$ cat config.mk
export PLATFORM = sky130hd
export DESIGN_NAME = program_loader
export DESIGN_NICKNAME = d
export VERILOG_FILES = /design/src/rtl/loader_defs.sv /design/src/rtl/word_assembler.sv /design/src/rtl/program_loader.sv
export SDC_FILE = /design/constraint.sdc
export NUM_CORES = 1
export LEC_CHECK = 0
export ABC_AREA = 1
export ABC_CLOCK_PERIOD_IN_PS = 2900
export BUFFER_PORTS_ARGS = -buffer_cell sky130_fd_sc_hd__clkbuf_2
export CAP_MARGIN = 40
export CORE_MARGIN = 10
export CORE_UTILIZATION = 35
export DETAILED_ROUTE_END_ITERATION = 10
export GPL_ROUTABILITY_DRIVEN = 0
export HOLD_SLACK_MARGIN = 0.05
export PLACE_DENSITY = 0.52
export RECOVER_POWER = 100
export SLEW_MARGIN = 20
export SYNTH_ARGS = -nofsm -noshare
export SYNTH_HDL_FRONTEND = slang
export SYNTH_HIERARCHICAL = 1
export SYNTH_SLANG_ARGS = --single-unit
$ cat constraint.sdc
create_clock -name clk -period 2.9 [get_ports clk]
set_input_delay 0.435 -clock clk [delete_from_list [all_inputs] [get_ports clk]]
set_output_delay 0.435 -clock clk [all_outputs]
set_load 0.005 [all_outputs]
$ cat src/rtl/loader_defs.sv
// Shared definitions for the program loader: FSM state encodings and frame geometry.
package loader_defs;

  typedef enum logic [2:0] {
    ST_IDLE,
    ST_LEN_LO,
    ST_LEN_HI,
    ST_DATA,
    ST_CHECK,
    ST_DONE,
    ST_ERROR
  } state_e;

  localparam int BYTES_PER_WORD = 4;
  localparam int LEN_BYTES      = 2;
  localparam int LEN_W          = 8 * LEN_BYTES;
  localparam int WORD_W         = 8 * BYTES_PER_WORD;
  localparam int LANE_W         = $clog2(BYTES_PER_WORD);

endpackage

$ cat src/rtl/word_assembler.sv
// Packs a little-endian byte stream into words; word_valid_o pulses with the final lane byte.
module word_assembler
  import loader_defs::*;
(
  input  logic              clk_i,
  input  logic              rst_ni,
  input  logic              clear_i,
  input  logic [7:0]        byte_i,
  input  logic              byte_valid_i,
  output logic [WORD_W-1:0] word_o,
  output logic              word_valid_o
);

  logic [LANE_W-1:0]   lane_q, lane_d;
  logic [WORD_W-9:0]   shreg_q, shreg_d;

  // The last lane is never stored: the word is completed combinationally from the incoming byte.
  assign word_o = {byte_i, shreg_q};

  always_comb begin
    lane_d       = lane_q;
    shreg_d      = shreg_q;
    word_valid_o = 1'b0;
    if (clear_i) begin
      lane_d = '0;
    end else if (byte_valid_i) begin
      if (lane_q == LANE_W'(BYTES_PER_WORD - 1)) begin
        word_valid_o = 1'b1;
        lane_d       = '0;
      end else begin
        shreg_d[{lane_q, 3'b000} +: 8] = byte_i;
        lane_d = lane_q + LANE_W'(1);
      end
    end
  end

  always_ff @(posedge clk_i) begin
    if (!rst_ni) begin
      lane_q  <= '0;
      shreg_q <= '0;
    end else begin
      lane_q  <= lane_d;
      shreg_q <= shreg_d;
    end
  end

endmodule

$ cat src/rtl/program_loader.sv
// Byte-stream loader for the program RAM: length header, data words, optional XOR trailer.
// Build option LOADER_CHECKSUM_EN adds the CHECK state and the running-XOR checksum byte.
//
// state    | meaning
// ---------+-----------------------------------------------------------
// IDLE     | waiting for Start after reset
// LEN_LO   | expecting word-count low byte
// LEN_HI   | expecting word-count high byte; range check on N
// DATA     | collecting data bytes; strobe cycle when a word completes
// CHECK    | expecting checksum trailer (checksum build only)
// DONE     | frame loaded; sticky until Start
// ERROR    | frame rejected; sticky until Start
module program_loader
  import loader_defs::*;
#(
  parameter int MEMORY_DEPTH = 32,
  parameter int DATA_WIDTH   = 32
) (
  input  logic                  clk,
  input  logic                  reset,
  input  logic                  Start,
  input  logic [7:0]            RxData,
  input  logic                  RxValid,
  output logic                  RxReady,
  output logic                  WrEnable,
  output logic [DATA_WIDTH-1:0] WrAddress,
  output logic [DATA_WIDTH-1:0] WrData,
  output logic                  Busy,
  output logic                  Done,
  output logic                  Error
);

  localparam int IDX_W = $clog2(MEMORY_DEPTH + 1);

`ifdef LOADER_CHECKSUM_EN
  localparam state_e ST_POST_DATA = ST_CHECK;
`else
  localparam state_e ST_POST_DATA = ST_DONE;
`endif

  state_e                state_q, state_d;
  logic [LEN_W-1:0]      len_q, len_d;
  logic [IDX_W-1:0]      idx_q, idx_d;
  logic                  wr_en_q, wr_en_d;
  logic [DATA_WIDTH-1:0] wr_addr_q, wr_addr_d;
  logic [DATA_WIDTH-1:0] wr_data_q, wr_data_d;
`ifdef LOADER_CHECKSUM_EN
  logic [7:0]            chk_q, chk_d;
`endif

  logic                  accept;
  logic                  asm_clear;
  logic                  asm_valid;
  logic                  word_valid;
  logic [WORD_W-1:0]     word;
  logic [LEN_W-1:0]      n_len;

  // The strobe cycle back-pressures the receiver so a word never overlaps its own write.
  assign RxReady   = !wr_en_q &&
                     (state_q inside {ST_LEN_LO, ST_LEN_HI, ST_DATA, ST_CHECK});
  assign accept    = RxValid && RxReady;
  assign asm_valid = accept && (state_q == ST_DATA);
  assign n_len     = {RxData, len_q[7:0]};

  assign Busy      = state_q inside {ST_LEN_LO, ST_LEN_HI, ST_DATA, ST_CHECK};
  assign Done      = (state_q == ST_DONE);
  assign Error     = (state_q == ST_ERROR);
  assign WrEnable  = wr_en_q;
  assign WrAddress = wr_addr_q;
  assign WrData    = wr_data_q;

  word_assembler u_asm (
    .clk_i        (clk),
    .rst_ni       (reset),
    .clear_i      (asm_clear),
    .byte_i       (RxData),
    .byte_valid_i (asm_valid),
    .word_o       (word),
    .word_valid_o (word_valid)
  );

  always_comb begin
    state_d   = state_q;
    len_d     = len_q;
    idx_d     = idx_q;
    wr_en_d   = 1'b0;
    wr_addr_d = wr_addr_q;
    wr_data_d = wr_data_q;
    asm_clear = 1'b0;
`ifdef LOADER_CHECKSUM_EN
    chk_d     = chk_q;
`endif
    case (state_q)
      ST_IDLE, ST_DONE, ST_ERROR: begin
        if (Start) begin
          state_d   = ST_LEN_LO;
          len_d     = '0;
          idx_d     = '0;
          asm_clear = 1'b1;
`ifdef LOADER_CHECKSUM_EN
          chk_d     = '0;
`endif
        end
      end
      ST_LEN_LO: begin
        if (accept) begin
          len_d[7:0] = RxData;
          state_d    = ST_LEN_HI;
        end
      end
      ST_LEN_HI: begin
        if (accept) begin
          len_d = n_len;
          if (n_len == '0)
            state_d = ST_POST_DATA;
          else if (n_len > LEN_W'(MEMORY_DEPTH))
            state_d = ST_ERROR;
          else
            state_d = ST_DATA;
        end
      end
      ST_DATA: begin
        // Index has already advanced during the strobe, so equality with N marks the last word.
        if (wr_en_q && (len_q == LEN_W'(idx_q))) begin
          state_d = ST_POST_DATA;
        end else if (accept) begin
`ifdef LOADER_CHECKSUM_EN
          chk_d = chk_q ^ RxData;
`endif
          if (word_valid) begin
            wr_en_d   = 1'b1;
            wr_addr_d = DATA_WIDTH'({idx_q, 2'b00});
            wr_data_d = DATA_WIDTH'(word);
            idx_d     = idx_q + IDX_W'(1);
          end
        end
      end
      ST_CHECK: begin
`ifdef LOADER_CHECKSUM_EN
        if (accept)
          state_d = (RxData == chk_q) ? ST_DONE : ST_ERROR;
`else
        state_d = ST_IDLE;
`endif
      end
      default: state_d = ST_IDLE;
    endcase
  end

  always_ff @(posedge clk) begin
    if (!reset) begin
      state_q   <= ST_IDLE;
      len_q     <= '0;
      idx_q     <= '0;
      wr_en_q   <= 1'b0;
      wr_addr_q <= '0;
      wr_data_q <= '0;
`ifdef LOADER_CHECKSUM_EN
      chk_q     <= '0;
`endif
    end else begin
      state_q   <= state_d;
      len_q     <= len_d;
      idx_q     <= idx_d;
      wr_en_q   <= wr_en_d;
      wr_addr_q <= wr_addr_d;
      wr_data_q <= wr_data_d;
`ifdef LOADER_CHECKSUM_EN
      chk_q     <= chk_d;
`endif
    end
  end

endmodule

Yosys cells after proc, flatten, opt, wreduce, memory -nomap -nowiden
Index checks and enable logic that the tools add are counted.
{ "classes": {"n_mux": 25, "n_addsub": 3, "shifts": 2, "reduce_logical": 20, "n_lt_le_gt_ge": 1, "n_bitwise": 7, "n_eq_ne": 15} }
{ "ops": {"columns": ["op", "count"], "rows": [
  ["$mux W16", 2],
  ["$bwmux W24", 1],
  ["$mux W6", 4],
  ["$pmux W8 S3", 1],
  ["$shift A8 B7 Y24 const A", 1],
  ["$shiftx A8 B7 Y24", 1],
  ["$mux W3", 6],
  ["$eq A16 B6 Y1", 1],
  ["$gt A16 B6 Y1 const B", 1],
  ["$logic_not A16 Y1", 1],
  ["$pmux W8 S2", 1],
  ["$pmux W3 S4", 1],
  ["$pmux W6 S2", 1],
  ["$reduce_and A4 Y1", 3],
  ["$ne A2 B2 Y1 const B", 5],
  ["$eq A3 B3 Y1 const B", 3],
  ["$mux W8", 1],
  ["$neg A5 Y7", 1],
  ["$not A1 Y1", 7],
  ["$add A6 B1 Y6 const B", 1],
  ["$eq A3 B2 Y1 const B", 2],
  ["$mux W1", 6],
  ["$reduce_and A3 Y1", 2],
  ["$reduce_bool A2 Y1", 3],
  ["13 further kinds", 17]
]} }
{ "word_totals": {"word_cells": 82, "out_inout_bits": 69, "reg_bits": 90} }

Longest topological paths before layout
{ "logic_depth": {"depth_word": 11, "ltp_mapped": 13} }

Cells and area by module
Netlist, hierarchy kept.
{ "modules_own_cells": {"columns": ["module", "instances", "area_each_um2", "seq_area_each_um2", "cells_each"], "rows": [
  ["program_loader", 1, 3089.2, 1281.2, 449],
  ["word_assembler", 1, 1445.1, 520.5, 237]
]} }

Worst setup path before layout
Ideal clock, no wire load.
{ "synth_timing": {"path_kind": "reg2reg", "from": "register state_q[0]", "to": "register wr_data_q[31], in the netlist WrData[31]", "arrival_time_ns": 1.840, "period_less_slack_ns": 1.955, "path_stages_with_launch": 12, "required_time_ns": 2.784, "setup_slack_ns": 0.945, "path_cell_list": "dfxtp_1 inv_2 nor3_4 nand3_2 inv_2 buf_2 nand2_1 nor2_1 nand2_4 clkbuf_1 o21ai_0 nor2_1"} }
{ "synth_via": {"elab_chain_len": 8} }
{ "synth_lines": {"columns": ["item", "line", "source"], "rows": [
  ["start: declaration", "program_loader.sv:41", "state_e state_q, state_d;"],
  ["start signal: assignment", "program_loader.sv:162", "state_q <= state_d;"],
  ["$eq A3 B1 Y1, or another cell as far along", "program_loader.sv:60", "(state_q inside {ST_LEN_LO, ST_LEN_HI, ST_DATA, ST_CHECK});"],
  ["$reduce_bool A4 Y1", "program_loader.sv:60", null],
  ["$logic_and A1 B1 Y1", "program_loader.sv:59", "assign RxReady = !wr_en_q &&"],
  ["$logic_and A1 B1 Y1", "program_loader.sv:61", "assign accept = RxValid && RxReady;"],
  ["$logic_and A1 B1 Y1 (*)", "program_loader.sv:62", "assign asm_valid = accept && (state_q == ST_DATA);"],
  ["via asm_valid", "program_loader.sv:53", "logic asm_valid;"],
  ["$mux W1 (*)", "word_assembler.sv:26", "end else if (byte_valid_i) begin"],
  ["$mux W1 (*)", "word_assembler.sv:24", "if (clear_i) begin"],
  ["via word_valid", "program_loader.sv:54", "logic word_valid;"],
  ["$reduce_and A4 Y1 (no line) (*)", null, null],
  ["end signal: assignment", "program_loader.sv:167", "wr_data_q <= wr_data_d;"],
  ["end: declaration", "program_loader.sv:46", "logic [DATA_WIDTH-1:0] wr_data_q, wr_data_d;"]
]} }
The timed path passes the listed nets; every way through them passes the cells marked *.
A chain may end at the register's enable or synchronous reset.

Worst setup path in the final report
{ "layout_timing": {"from": "register state_q[0]", "to": "register wr_addr_q[3], in the netlist WrAddress[3]"} }
{ "layout_via": {"elab_chain_len": 8} }
{ "layout_lines": {"columns": ["item", "line", "source"], "rows": [
  ["$eq A3 B1 Y1, or another cell as far along", "program_loader.sv:60", null],
  ["$reduce_bool A4 Y1", "program_loader.sv:60", null],
  ["$logic_and A1 B1 Y1", "program_loader.sv:59", null],
  ["$logic_and A1 B1 Y1", "program_loader.sv:61", null],
  ["$logic_and A1 B1 Y1 (*)", "program_loader.sv:62", null],
  ["via asm_valid", "program_loader.sv:53", null],
  ["$mux W1 (*)", "word_assembler.sv:26", null],
  ["$mux W1 (*)", "word_assembler.sv:24", null],
  ["via word_valid", "program_loader.sv:54", null],
  ["$reduce_and A4 Y1 (no line) (*)", null, null],
  ["end signal: assignment", "program_loader.sv:166", "wr_addr_q <= wr_addr_d;"],
  ["end: declaration", "program_loader.sv:45", "logic [DATA_WIDTH-1:0] wr_addr_q, wr_addr_d;"]
]} }
Marked as above.

==> results.ini <==
[timing]
rsz0062_at_grt = false
tightest_slew_ns = 0.6348
finalSetupViolCount = 0
setup_tns_ns = 0
skew_ns = 0.007277
hold_viol = 0
setup_slack_ns = 0.4105
timing.final.max_slew_violations = 0
period_needed_ns = 2.489
whs_ns = 0.4484
fmax_mhz = 401.7
relSlewSlack_pct = 57.53
fin_crit_sh_pct = 85.84

[clocking]
cts_tree = done
cts_sinks = 90
clk_latency_ns = 0.35
postCtsSetupBuffers = 0
cts_root_buf = clkbuf_16
htree_levels = 3
clockBufferDepth = 2
cts_buffers = 9
ctsResizeCount = 0
cts_hold_buf = 0
path_clk_slew_ns = 0.07

[grt]
grt.total_usage_pct = 12.50
grt_antenna_before_repair = 0
grt_pass1_wl_um = 18310
grt_max_degree = 48
grt_pass1_vias = 3765
grt.overflow.total = 0

[detailed_routing]
postRouteAntennaNets = 0
via_per_inst = 4.399
highest_layer = met4
routed-wl-met2_um = 5163
met1_length_um = 5090
routed_wl_um = 11090
route.detailed.wl_per_inst_um = 12.35
vias = 3950
wl_met3_um = 610
drt_first_pass_iters = 5
drtIter0Drc = 202
drc = 0

[setup_path]
required_ns = 3.17
worst_path_largest_cell_delay_ns = 0.46
crit_top_cell = inv_1
crit_slowest_cell = dfxtp_1
r2r_end = WrAddress[3]
reg2reg_depth = 10
path_cells = inv_1 -> nor3_1 -> nand3_2 -> inv_1 -> nand2_1 -> nor2_1 -> nand2_4 -> inv_6 -> o21ai_0 -> a21oi_1
critical_path_class = flip-flop to flip-flop
critPathLaunchType = flip-flop
endpoint_kind = flip-flop
r2r-start = state_q[0]
crit_start = state_q[0]
regToRegSetupSlack_ns = 0.41
crit_path_max_fanout = 45
arrival_ns = 2.76

[logic_synthesis]
yosys.area.top_type = dfxtp_1
synth_top_area_share_pct = 39.74
synth.area.top_cells = dfxtp_1 (40%), nor2_1 (14%), nand2_1 (11%)
seq_area_frac_synth_pct = 39.74
avgSynthCellArea_um2 = 6.610
yosys_warnings = 6
syn_inst = 686
synth_seq_cells = 90
synth.distinct_cells = 34
synthesis.area_um2 = 4534

[power]
power_density_nw_per_um2 = 828.6
ir_drop_mv = 0.4587
p_leak_nw = 2.324
p_total_mw = 4.150

[floorplan]
ioPinCount = 81
fp-row-count = 41
start_util_pct = 35.79
die_area_um2 = 17910
fp.dieH_um = 133.8
die_w_um = 133.8
core_region_area_um2 = 12670

[finish]
area_growth_pct = 10.46
drive_gt1_share_pct = 5.647
stdcell_count = 898
fin_nets = 739
antenna_cells = 0

[min_path]
min_from = RxData[2]
min_to = u_asm/shreg_q[10]
hold_class = primary input to flip-flop
worstHoldPathCells = 3

[place]
place_inst = 882
portBuffers = 54
place_ws_ns = 0.7024
dp_hpwl_um = 8065

[flow_run]
cap_viol_max_count = 0

[status]
status = completed

## layer usage
metal / global-route usage [%] / up-vias
li1: - / 2107
met4: 5.623 / 0
met1: 14.92 / 1755
met3: 3.547 / 15
met2: 20.43 / 73
met5: 0 / -
## report_power, final
group,switching (mW),internal (mW)
Combinational,0.845,0.395
Sequential,0.110,1.37
Clock,0.482,0.951
Total,1.44,2.71
## sequential cells by signal, summed over array words and instances (netlist names)
name,cells
WrEnable,1
state_q,3
idx_q,6
u_asm/lane_q,2
u_asm/shreg_q,24
len_q,16
WrData,32
WrAddress,6
## worst max-delay path by stage
| stage | endpoint | slack (ns) |
|---|---|---|
| global route | WrAddress[6] | 0.13 |
| finish | WrAddress[3] | 0.41 |
| detailed placement | WrAddress[3] | 0.70 |
| CTS | RxReady | 0.42 |
| floorplan | WrData[31] | 0.94 |
| global placement | WrAddress[5] | 0.81 |
## area by class of cell
type                            count  area [µm²]
Tap cell                          172       215.2
Timing Repair Buffer               57       244.0
Sequential cell                    90        1802
Multi-Input combinational cell    472        2033
Clock buffer                       11       242.7
Fill cell                        1382        7662
Inverter                           91       346.6
Clock inverter                      5       125.1
## through the flow
step | util (%) | instance area (µm²)
after floorplan | - | 4628
after global placement | 37.28 | 4723
after detailed placement | 37.28 | 4723
after CTS | 40.18 | 5091
after global routing | 39.53 | 5009
final | 39.53 | 5009
## kinds of logic after synthesis
family	after synthesis	synth area share (%)
compound gates	87	9.741
flops	90	39.74
fa+ha+maj	6	1.656
buf+inv	149	16.75
other cells	1	0.08270
simple gates	353	32.04
## synth_stat cells
cell / count
a211oi_1: 1
a21oi_1: 30
and2_1: 1
buf_1: 2
buf_2: 6
buf_4: 37
buf_6: 3
buf_8: 1
clkbuf_1: 6
clkbuf_2: 1
clkbuf_4: 1
clkbuf_8: 1
conb_1: 1
dfxtp_1: 90
ha_1: 6
inv_1: 88
inv_2: 2
inv_6: 1
nand2_1: 136
nand2_2: 1
nand2_4: 3
nand3_1: 28
nand3_2: 2
nand3b_1: 1
nand4_1: 5
nor2_1: 168
nor2_2: 1
nor2_4: 1
nor3_1: 2
nor3_2: 1
nor3_4: 1
o2111ai_1: 1
o21ai_0: 55
or2_2: 2
## placed cells by master, fill, tap and decap left out, types with 2 or more instances in the layout
| cell | Yosys | routed |
|---|---|---|
| inv_1 | 88 | 90 |
| dfxtp_1 | 90 | 90 |
| clkbuf_16 | 0 | 9 |
| or2_2 | 2 | 2 |
| nand2_1 | 136 | 138 |
| a21oi_1 | 30 | 30 |
| ha_1 | 6 | 6 |
| nor2_1 | 168 | 169 |
| nand4_1 | 5 | 5 |
| buf_4 | 37 | 3 |
| o21ai_0 | 55 | 55 |
| nand3_1 | 28 | 29 |
| clkbuf_1 | 6 | 39 |
| nor3_1 | 2 | 3 |
| conb_1 | 1 | 26 |
| bufinv_16 | 0 | 4 |
| clkbuf_2 | 1 | 15 |
## worst max-delay path: cells and delay by family, from the launching register on
family | cells | cell delay, ns
AO/OA/AOI/OAI | 2 | 0.26
buffers and inverters | 3 | 0.72
flip-flops | 1 | 0.46
AND/OR/NAND/NOR | 5 | 0.93
Note: power is estimated with default switching activity, not from simulation.
